==> src/rtl/spi_master.sv <==
// spi_master: serialises one 10-bit {cmd, din} word per transaction on MOSI under ss_n framing
// and, for read-data commands, captures the 8-bit MISO response into rd_data.
module spi_master #(
    parameter int RD_LAT = 2
) (
    input  logic       clk,
    input  logic       rst_n,
    input  logic       cmd_valid,
    output logic       cmd_ready,
    input  logic [1:0] cmd,
    input  logic [7:0] din,
    output logic [7:0] rd_data,
    output logic       rd_valid,
    output logic       busy,
    output logic       ss_n,
    output logic       MOSI,
    input  logic       MISO
);
    typedef enum logic [2:0] {IDLE, SEL, SHIFT, PAD, WAIT, CAPTURE, GAP} state_t;
    localparam logic [3:0] LAT_END = 4'(RD_LAT > 0 ? RD_LAT - 1 : 0);
    state_t     state;
    logic [9:0] sr;
    logic [3:0] cnt;
    logic       rd_cmd;
    assign cmd_ready = rst_n && state == IDLE;
    // Outputs are assigned for the state being entered, so each pin is registered.
    always_ff @(posedge clk) begin
        if (!rst_n) begin
            state    <= IDLE;
            sr       <= '0;
            cnt      <= '0;
            rd_cmd   <= 1'b0;
            rd_data  <= '0;
            rd_valid <= 1'b0;
            busy     <= 1'b0;
            ss_n     <= 1'b1;
            MOSI     <= 1'b0;
        end else begin
            rd_valid <= 1'b0;
            case (state)
                IDLE: if (cmd_valid) begin
                    state  <= SEL;
                    sr     <= {cmd, din};
                    rd_cmd <= &cmd;
                    cnt    <= '0;
                    busy   <= 1'b1;
                    ss_n   <= 1'b0;
                    MOSI   <= cmd[1];
                end
                SEL: if (cnt == 4'd1) begin
                    state <= SHIFT;
                    cnt   <= '0;
                    MOSI  <= sr[9];
                    sr    <= {sr[8:0], 1'b0};
                end else cnt <= cnt + 4'd1;
                SHIFT: if (cnt == 4'd9) begin
                    state <= PAD;
                    cnt   <= '0;
                    MOSI  <= 1'b0;
                end else begin
                    cnt  <= cnt + 4'd1;
                    MOSI <= sr[9];
                    sr   <= {sr[8:0], 1'b0};
                end
                PAD: begin
                    cnt <= '0;
                    if (!rd_cmd) begin
                        state <= GAP;
                        ss_n  <= 1'b1;
                    end else state <= (RD_LAT == 0) ? CAPTURE : WAIT;
                end
                WAIT: if (cnt == LAT_END) begin
                    state <= CAPTURE;
                    cnt   <= '0;
                end else cnt <= cnt + 4'd1;
                // The emptied shift register collects MISO; rd_data is only touched on the last sample.
                CAPTURE: begin
                    sr <= {sr[8:0], MISO};
                    if (cnt == 4'd7) begin
                        state    <= GAP;
                        cnt      <= '0;
                        rd_data  <= {sr[6:0], MISO};
                        rd_valid <= 1'b1;
                        ss_n     <= 1'b1;
                    end else cnt <= cnt + 4'd1;
                end
                GAP: if (cnt == 4'd1) begin
                    state <= IDLE;
                    cnt   <= '0;
                    busy  <= 1'b0;
                end else cnt <= cnt + 4'd1;
                default: state <= IDLE;
            endcase
        end
    end
endmodule

==> config.mk <==
export PLATFORM = sky130hd
export DESIGN_NAME = spi_master
export DESIGN_NICKNAME = d
export VERILOG_FILES = /design/src/rtl/spi_master.sv
export SDC_FILE = /design/constraint.sdc
export NUM_CORES = 1
export LEC_CHECK = 0
export BUFFER_PORTS_ARGS = -buffer_cell sky130_fd_sc_hd__buf_2
export CAP_MARGIN = 20
export CORE_MARGIN = 2
export CORE_UTILIZATION = 45
export CTS_CLUSTER_SIZE = 14
export DETAILED_ROUTE_END_ITERATION = 16
export PLACE_DENSITY = 0.66
export SLEW_MARGIN = 0
export SYNTH_ARGS = -nofsm -noshare
export SYNTH_HDL_FRONTEND = slang
export SYNTH_SLANG_ARGS = --single-unit
==> constraint.sdc <==
create_clock -name clk -period 2.2 [get_ports clk]
set_input_delay 0.11 -clock clk [delete_from_list [all_inputs] [get_ports clk]]
set_output_delay 0.11 -clock clk [all_outputs]
set_load 0.005 [all_outputs]
==> results.txt, run 1 <==
* Final GP Congestion: between 0.7 and 0.8
- Measured against its own limit, the worst slew margin works out to 0.656.
* Accumulated negative setup slack: 0 ps
* Bufs on Longest Clock Path: 2
* Setup violators final: 0
- Before antenna repair, the detailed router went through 4 iterations.
- In this run the vertical extent of the chip is 65.6 um.
- Clock Latency Late Sink: between 200 and 300 ps
- After routing the design area is around 0.0020 mm^2.
- Clock buffers created by TritonCTS: 5
- Number of levels the H-tree was split into: 2
* DRC violation count after routing: 0
* Final routed wire length divided by cell count: 13.3 um
- Via Count: 1,497
- Setup repair after global routing left no endpoint under its margin.
- Finished Core Util: 0.541
- Post-synthesis sequential area ratio: 0.352
- Leakage: between 0.8 and 0.9 nW
* Maximum number of pins on one net before global-route repair: 30
- Across the VDD grid, the largest voltage drop is between 0.0003 and 0.0004 V.
- Once detailed placement completed, the half-perimeter wirelength came to 2510 um.
- Worst Clk Skew: about 2.2 ps
- In this run the worst path has a maximum fanout of 10.
- Sort of element at the end of the critical path: register
- In the final routing, the length of wire on met1 measures between 1500 and 2000 um.
- For this block, the routed nets add up to 3660 um of wire.
- Count of standard-cell rows: 22
- Final worst-path cycle share: 0.836
- For this block, the initial DRC count from the detailed router was 59.
- Post-CTS timing repair inserted 0 buffers for setup.
* Total Power Consumption: around 1.5 mW
* Number of placed I/O pins: 27
- Startpoint of the worst-slack reg-to-reg timing path: cnt[0]
- Type of origin of the critical path: register
- # hold bufs at CTS: 0
- Total global routing overflow: 0
- For the pin with the worst max-slew slack, the measured transition is slightly above 500 ps.
- Mapped Cells: roughly 210
- In this run the worst setup path begins at cnt[0].
- Max-cap violations in this run came to 0.
- Top cells by area in the synthesized netlist: dfxtp_1 (35%), mux2i_1 (11%), and3_1 (4.4%)
* CTS clk-pin slew, worst paths: 60 ps
- The synthesized netlist occupies a cell area of approximately 0.0017 mm^2.
* Count of placed standard cells including taps: approximately 270
- In the final layout, the share of cells above drive strength 1 is 0.211.
- The initial utilization of the core area, before any placement, comes to 0.467.
* Amount of wire on met3 after detailed routing: around 200 um
- At the end of the flow, the number of nets in the layout was 244.
* Minimum clock period after layout: about 1800 ps
* Detail-routed via count per cell: 5.42
* Start point of the worst hold path: MISO
- Type of the worst setup path: register to register
- The share of synthesized area in the top cell type comes to 0.352.
- Post-synthesis average cell area: between 8 and 9 um^2
- Count of instances resized after the clock tree is built: 0
- The number of nets in the synthesized netlist is around 220.
- Root Buffer Master: clkbuf_8
* Final std cells w/o fill: ~280
- F_max: approximately 540 MHz
* Die Outline Area: 0.00430 mm^2
- In the global route stage, overall resource usage came out at 0.190.
- Antenna violations before repair: 0
- Counting flops with an async set or reset pin after synthesis yields a share of 0.
- The first global-routing pass estimated 6260 um of wire.
* Post-synth cell types: 47
- Slew Limit Fails: 0
- 0 antenna diodes ended up in the layout.
- For the worst setup path, the data required time is 2420 ps.
- Data arrives at the worst endpoint at 2060 ps.
- Area Growth Syn to Fin: 16.0%
- The routed design uses 1560 um of met2 wire.
- Fin. Hold Viols: 0
- Number of synthesized register bits: 30
- Synthesis Warnings: 0
- Dividing total power by cell area gives a power density of around 750 mW/mm^2.
- The via count of the first global-routing pass came to around 1,300.
- Number of synthesized flops with an enable pin: 0
- After detailed placement, the total cell area comes to 0.00187 mm^2.
- The flow ran to the end, and the final reports show no timing, DRC or antenna violations.
- TritonCTS built the clock tree.
* Chip width: ~66 um
- Top layer reached by signal wires: met4
- Number of buffers added on ports: 26
- Summed over all instances, the cell type with the most area after synthesis is dfxtp_1.
- Once detail routing completed, the nets flagged for antenna violations numbered 0.
* Class of the tightest hold or removal check: primary input to register
- Area of the placeable core: roughly 0.0037 mm^2
- For this design, the sink count on the clock tree is 30.
- For this run, the leading register cell type out of synthesis is dfxtp_1.
## cells in the final DEF (no fill, tap or decap), types with 6 or more instances in the layout
| master | count |
|---|---|
| a21boi_0 | 8 |
| a21oi_1 | 10 |
| and3_1 | 12 |
| buf_2 | 26 |
| buf_4 | 8 |
| clkbuf_8 | 6 |
| dfxtp_1 | 30 |
| mux2i_1 | 18 |
| nand2_1 | 13 |
| nor2_1 | 16 |
| o21ai_0 | 10 |
| o21ai_1 | 10 |
## layout make-up
cell class | count | area, um^2
clock inverters | 1 | 30.0
fillers | 343 | 1680
multi-input cells | 153 | 1000
well taps | 48 | 60.1
inverters | 4 | 15.0
flip-flops and latches | 30 | 601
clock buffers | 6 | 82.6
repair buffers | 34 | 190
## synthesized netlist by cell type (all sizes together), types with 2 or more instances
cell type	number
clkbuf	6
and2	2
or2	2
nor2b	4
a311oi	2
dfxtp	30
nand2	13
nand3b	2
nor2	16
a21boi	9
and3	12
nor4	2
o211ai	2
inv	4
a21oi	11
o21ai	20
nand2b	5
ha	2
nor3	5
mux2i	18
nand3	5
nor3b	2
buf	12
## path summary, 6_finish.rpt
path | to | slack, ps | depth (start not counted)
worst max-delay path | sr[6] | 360 | 6
worst min-delay path | rd_data[0] | 80 | 3
worst max register to register | sr[6] | 360 | 6
worst min register to register | sr[8] | 460 | 2
## routing by layer
layer / GRT usage / up-vias
met5: 0 / -
met4: 0.0625 / 0
met3: 0.0514 / 5
met2: 0.261 / 30
met1: 0.282 / 683
li1: - / 779
## critical path: stages (launching register included)
cell,delay [ps]
dfxtp_1,390
ha_1,220
nor2b_1,330
o21ai_0,160
a211oi_2,230
buf_4,240
mux2i_1,190
## flip-flops by register name, summed over array words and instances, names as in the netlist, 3 cells and up
signal	flops
cnt	4
rd_data	8
sr	10
state	3
## stage by stage
step / hold slack, ps / setup slack (ps)
3_3_place_gp: 377 / 467
6_report: 81.3 / 362
2_1_floorplan: 257 / 621
5_1_grt: 122 / 159
3_5_place_dp: 385 / 395
4_1_cts: 73.9 / 378
## report_power, final
group	switching (mW)	leakage [nW]	internal, mW
logic	0.166	0.535	0.141
clock network	0.206	0.0573	0.362
registers	0.0284	0.244	0.586
## cell families after synthesis
family,share of synthesized area
adder cells (fa/ha/maj),0.0146
buffers and inverters,0.0645
AO/OA/AOI/OAI,0.214
multiplexers,0.112
flip-flops,0.352
XOR/XNOR,0.00513
AND/OR/NAND/NOR,0.238
(Power assumes the default switching activity.)
==> run 2, diff against run 1 <==
==> constraint.sdc (replaced) <==
create_clock -name clk -period 1.85 [get_ports clk]
set_input_delay 0.0925 -clock clk [delete_from_list [all_inputs] [get_ports clk]]
set_output_delay 0.0925 -clock clk [all_outputs]
set_load 0.005 [all_outputs]
==> run 2 against run 1 <==
Against the previous run:
- global-route usage is 0.33 points higher
- critical path depth down 1
- clock skew grew 1.1 ps
- critical path type unchanged
- die area is the same
- highest routed layer unchanged
- largest cell class unchanged
==> results.txt, run 2 (same netlist as run 1, synthesis figures left out) <==
- The net count reported at finish was 248 (was 244).
* Final GP Congestion: 0.799 (was 0.794)
- Total global routing overflow: 0 (unchanged)
- VDD IR-drop max: 0.000480 V (was 0.000345 V)
- Chip Height: 65.6 um (unchanged)
- Final routed wire length divided by cell count: 13.3 um (about the same)
- Fin. Hold Viols: 0 (unchanged)
* Endpoint arrival time on the critical path: 1890 ps (was 2060 ps)
* Maximum number of pins on one net before global-route repair: 30 (unchanged)
- The portion of total power attributed to sequential cells is 0.433 (was 0.413).
* Met3 Track Usage GR: 0.0531 (was 0.0514)
- Type of the worst setup path: register to register (unchanged)
* Worst Clk Skew: 3.34 ps (was 2.23 ps)
- Minimum clock period after layout: 1690 ps (was 1840 ps)
- The clock root buffer is clkbuf_8 (unchanged).
- The share of total power in combinational logic was 0.237 (was 0.206).
* Effective utilization at floorplan: 0.467 (unchanged)
- The final cycle utilization of the critical path is 0.916 (was 0.836).
- Max reg flops: 10 (unchanged)
- DRC violation count after routing: 0 (unchanged)
- Most frequent cells in the layout: dfxtp_1 (30), buf_2 (26), mux2i_1 (18), nor2_1 (16), nand2_1 (13) (unchanged).
- The via count of the first global-routing pass is 1,324 (was 1,264).
- The number of levels the H-tree was split into was 2 (unchanged).
- The width of the chip came to 65.6 um (unchanged).
- GRT busiest layer: met1 (unchanged)
- Bufs on Longest Clock Path: 2 (unchanged)
- The setup-violating endpoint count in the final report was 0 (unchanged).
- First drt pass iteration count: 4 (unchanged)
- The per-cell via count in the routed design is 5.42 (about the same).
- Clock buffers created by TritonCTS: 5 (unchanged)
- Portion of total power attributed to the clock network: 0.330 (was 0.381)
- Leakage: 0.856 nW (was 0.837 nW)
* Count of inserted antenna diode cells: 0 (unchanged)
- Starting DRC count in detailed routing: 45 (was 59)
- The worst-margin pin slew is 495 ps (was 516 ps).
- The endpoint required time on the critical path was 2050 ps (was 2420 ps).
- Via Count: 1,523 (was 1,497)
- The global routing met2 resource utilization came to 0.274 (was 0.261).
- The top register by number of flip-flops is sr (unchanged).
- Type of origin of the critical path: register (unchanged)
- Fraction of power spent switching nets: 0.295 (was 0.269)
- Max-Slew Margin vs Limit: 0.667 (was 0.656)
- # fillers: 361 (was 343)
- The insertion delay to the later sink of the worst-skew pair came to 290 ps (about the same).
- Commonest non-fill, non-tap cell in the layout: dfxtp_1 (unchanged)
- The quantity of hold-fixing buffers added after cts was 0 (unchanged).
- The final antenna-violating net count is 0 (unchanged).
* Die Outline Area: 0.00430 mm^2 (unchanged)
* Finished Core Util: 0.552 (was 0.541)
* Accumulated negative setup slack: 0 ps (unchanged)
- Global-route wire length before repair: 6380 um (was 6260 um)
- Multi-input logic area: 0.00101 mm^2 (was 0.00100 mm^2)
- Cell area after placement: 0.00192 mm^2 (was 0.00187 mm^2)
- Unrepaired setup endpoints after global routing: false (unchanged)
- The register cell area after layout came to 601 um^2 (unchanged).
* Sort of element at the end of the critical path: register (unchanged)
- Largest registers ranked by flip-flop count: sr x10, rd_data x8, cnt x4 (unchanged)
- The global routing met1 resource utilization was 0.276 (was 0.282).
* Final std cells w/o fill: 281 (was 276)
- Area Growth Syn to Fin: 18.4% (was 16.0%)
- Final Instance Area: 0.00202 mm^2 (was 0.00198 mm^2)
- The total power per unit cell area was 836 mW/mm^2 (was 751 mW/mm^2).
* Global Route Usage Sum: 0.193 (was 0.190)
- Class of the tightest hold or removal check: primary input to register (unchanged)
- The clock-pin slew on the worst setup and hold paths is 70 ps (was 60 ps).
- The total number of clock tree sinks came to 30 (unchanged).
- The highest fanout seen on the critical path came to 7 (was 10).
- Status: completed (unchanged).
- The number of ports placed on the die boundary was 27 (unchanged).
* Detailed-placement wirelength estimate: 2610 um (was 2510 um)
- Count of standard-cell rows: 22 (unchanged)
- Final routed wirelength across all metal layers: 3740 um (was 3660 um)
* Fraction of layout instances using a drive strength above 1: 0.232 (was 0.211)
* Area of the placeable core: 0.00366 mm^2 (unchanged)
* Antenna violations before repair: 0 (unchanged)
- Clock tree from TritonCTS: done (unchanged)
* Worst slack on hold paths: 63.6 ps (was 81.3 ps)
* Number of max-capacitance violations reported: 0 (unchanged)
* Net switching power: 499 uW (was 401 uW)
- Count of placed standard cells including taps: 273 (was 269)
- Internal power: 1.19 mW (was 1.09 mW)
- The highest achievable clock rate was 590 MHz (was 544 MHz).
- The number of buffers inserted by port buffering is 26 (unchanged).
- Slew Limit Fails: 0 (unchanged)
run 2: final cells by class:
type                            count  area share
Tap cell                           48      0.0297
Timing Repair Buffer               38       0.121
Clock buffer                        6      0.0408
Inverter                            4     0.00743
Multi-Input combinational cell    153       0.498
Clock inverter                      2     0.00619
Sequential cell                    30       0.297
run 2: path summary, 6_finish.rpt:
kind | startpoint | to | slack [ps] | cells past startpoint
hold / removal | MISO | rd_data[0] | 60 | 3
setup reg to reg | cnt[0] | MOSI | 160 | 5
hold reg to reg | sr[7] | sr[7] | 460 | 2
setup / recovery | cnt[0] | MOSI | 160 | 5
run 2: repair_timing:
action / 4_1_cts / 5_1_grt
resized for setup: 0 / 1
setup buffers: 0 / 0
setup endpoints to repair: 0 / 3
run 2: power by group through the flow:
stage                     clock network, mW  logic, mW  registers, mW
final                                 0.558      0.401          0.732
after global routing                  0.598      0.446          0.739
after CTS                             0.574      0.402          0.732
after detailed placement                  0      0.401          0.746
after global placement                    0      0.398          0.745
after floorplan                           0      0.286          0.738
run 2: per-layer routing:
layer | routed length, um | vias up | part of all wire
li1 | - | 787 | -
met1 | 2010 | 706 | 0.54
met2 | 1540 | 23 | 0.41
met3 | 139 | 7 | 0.037
met4 | 58 | 0 | 0.015
met5 | 0 | - | 0
run 2: critical path, cell delays in order (launching register included):
cell	delay [ps]
dfxtp_1	390
ha_1	220
nor3b_2	390
a2bb2oi_1	190
o21ba_1	200
a311oi_1	220
run 2: per-stage QoR:
step	setup WS (ps)	power, mW
after floorplan	271	1.02
after global placement	179	1.14
after detailed placement	186	1.15
after CTS	150	1.71
after global routing	20.2	1.78
final	156	1.69
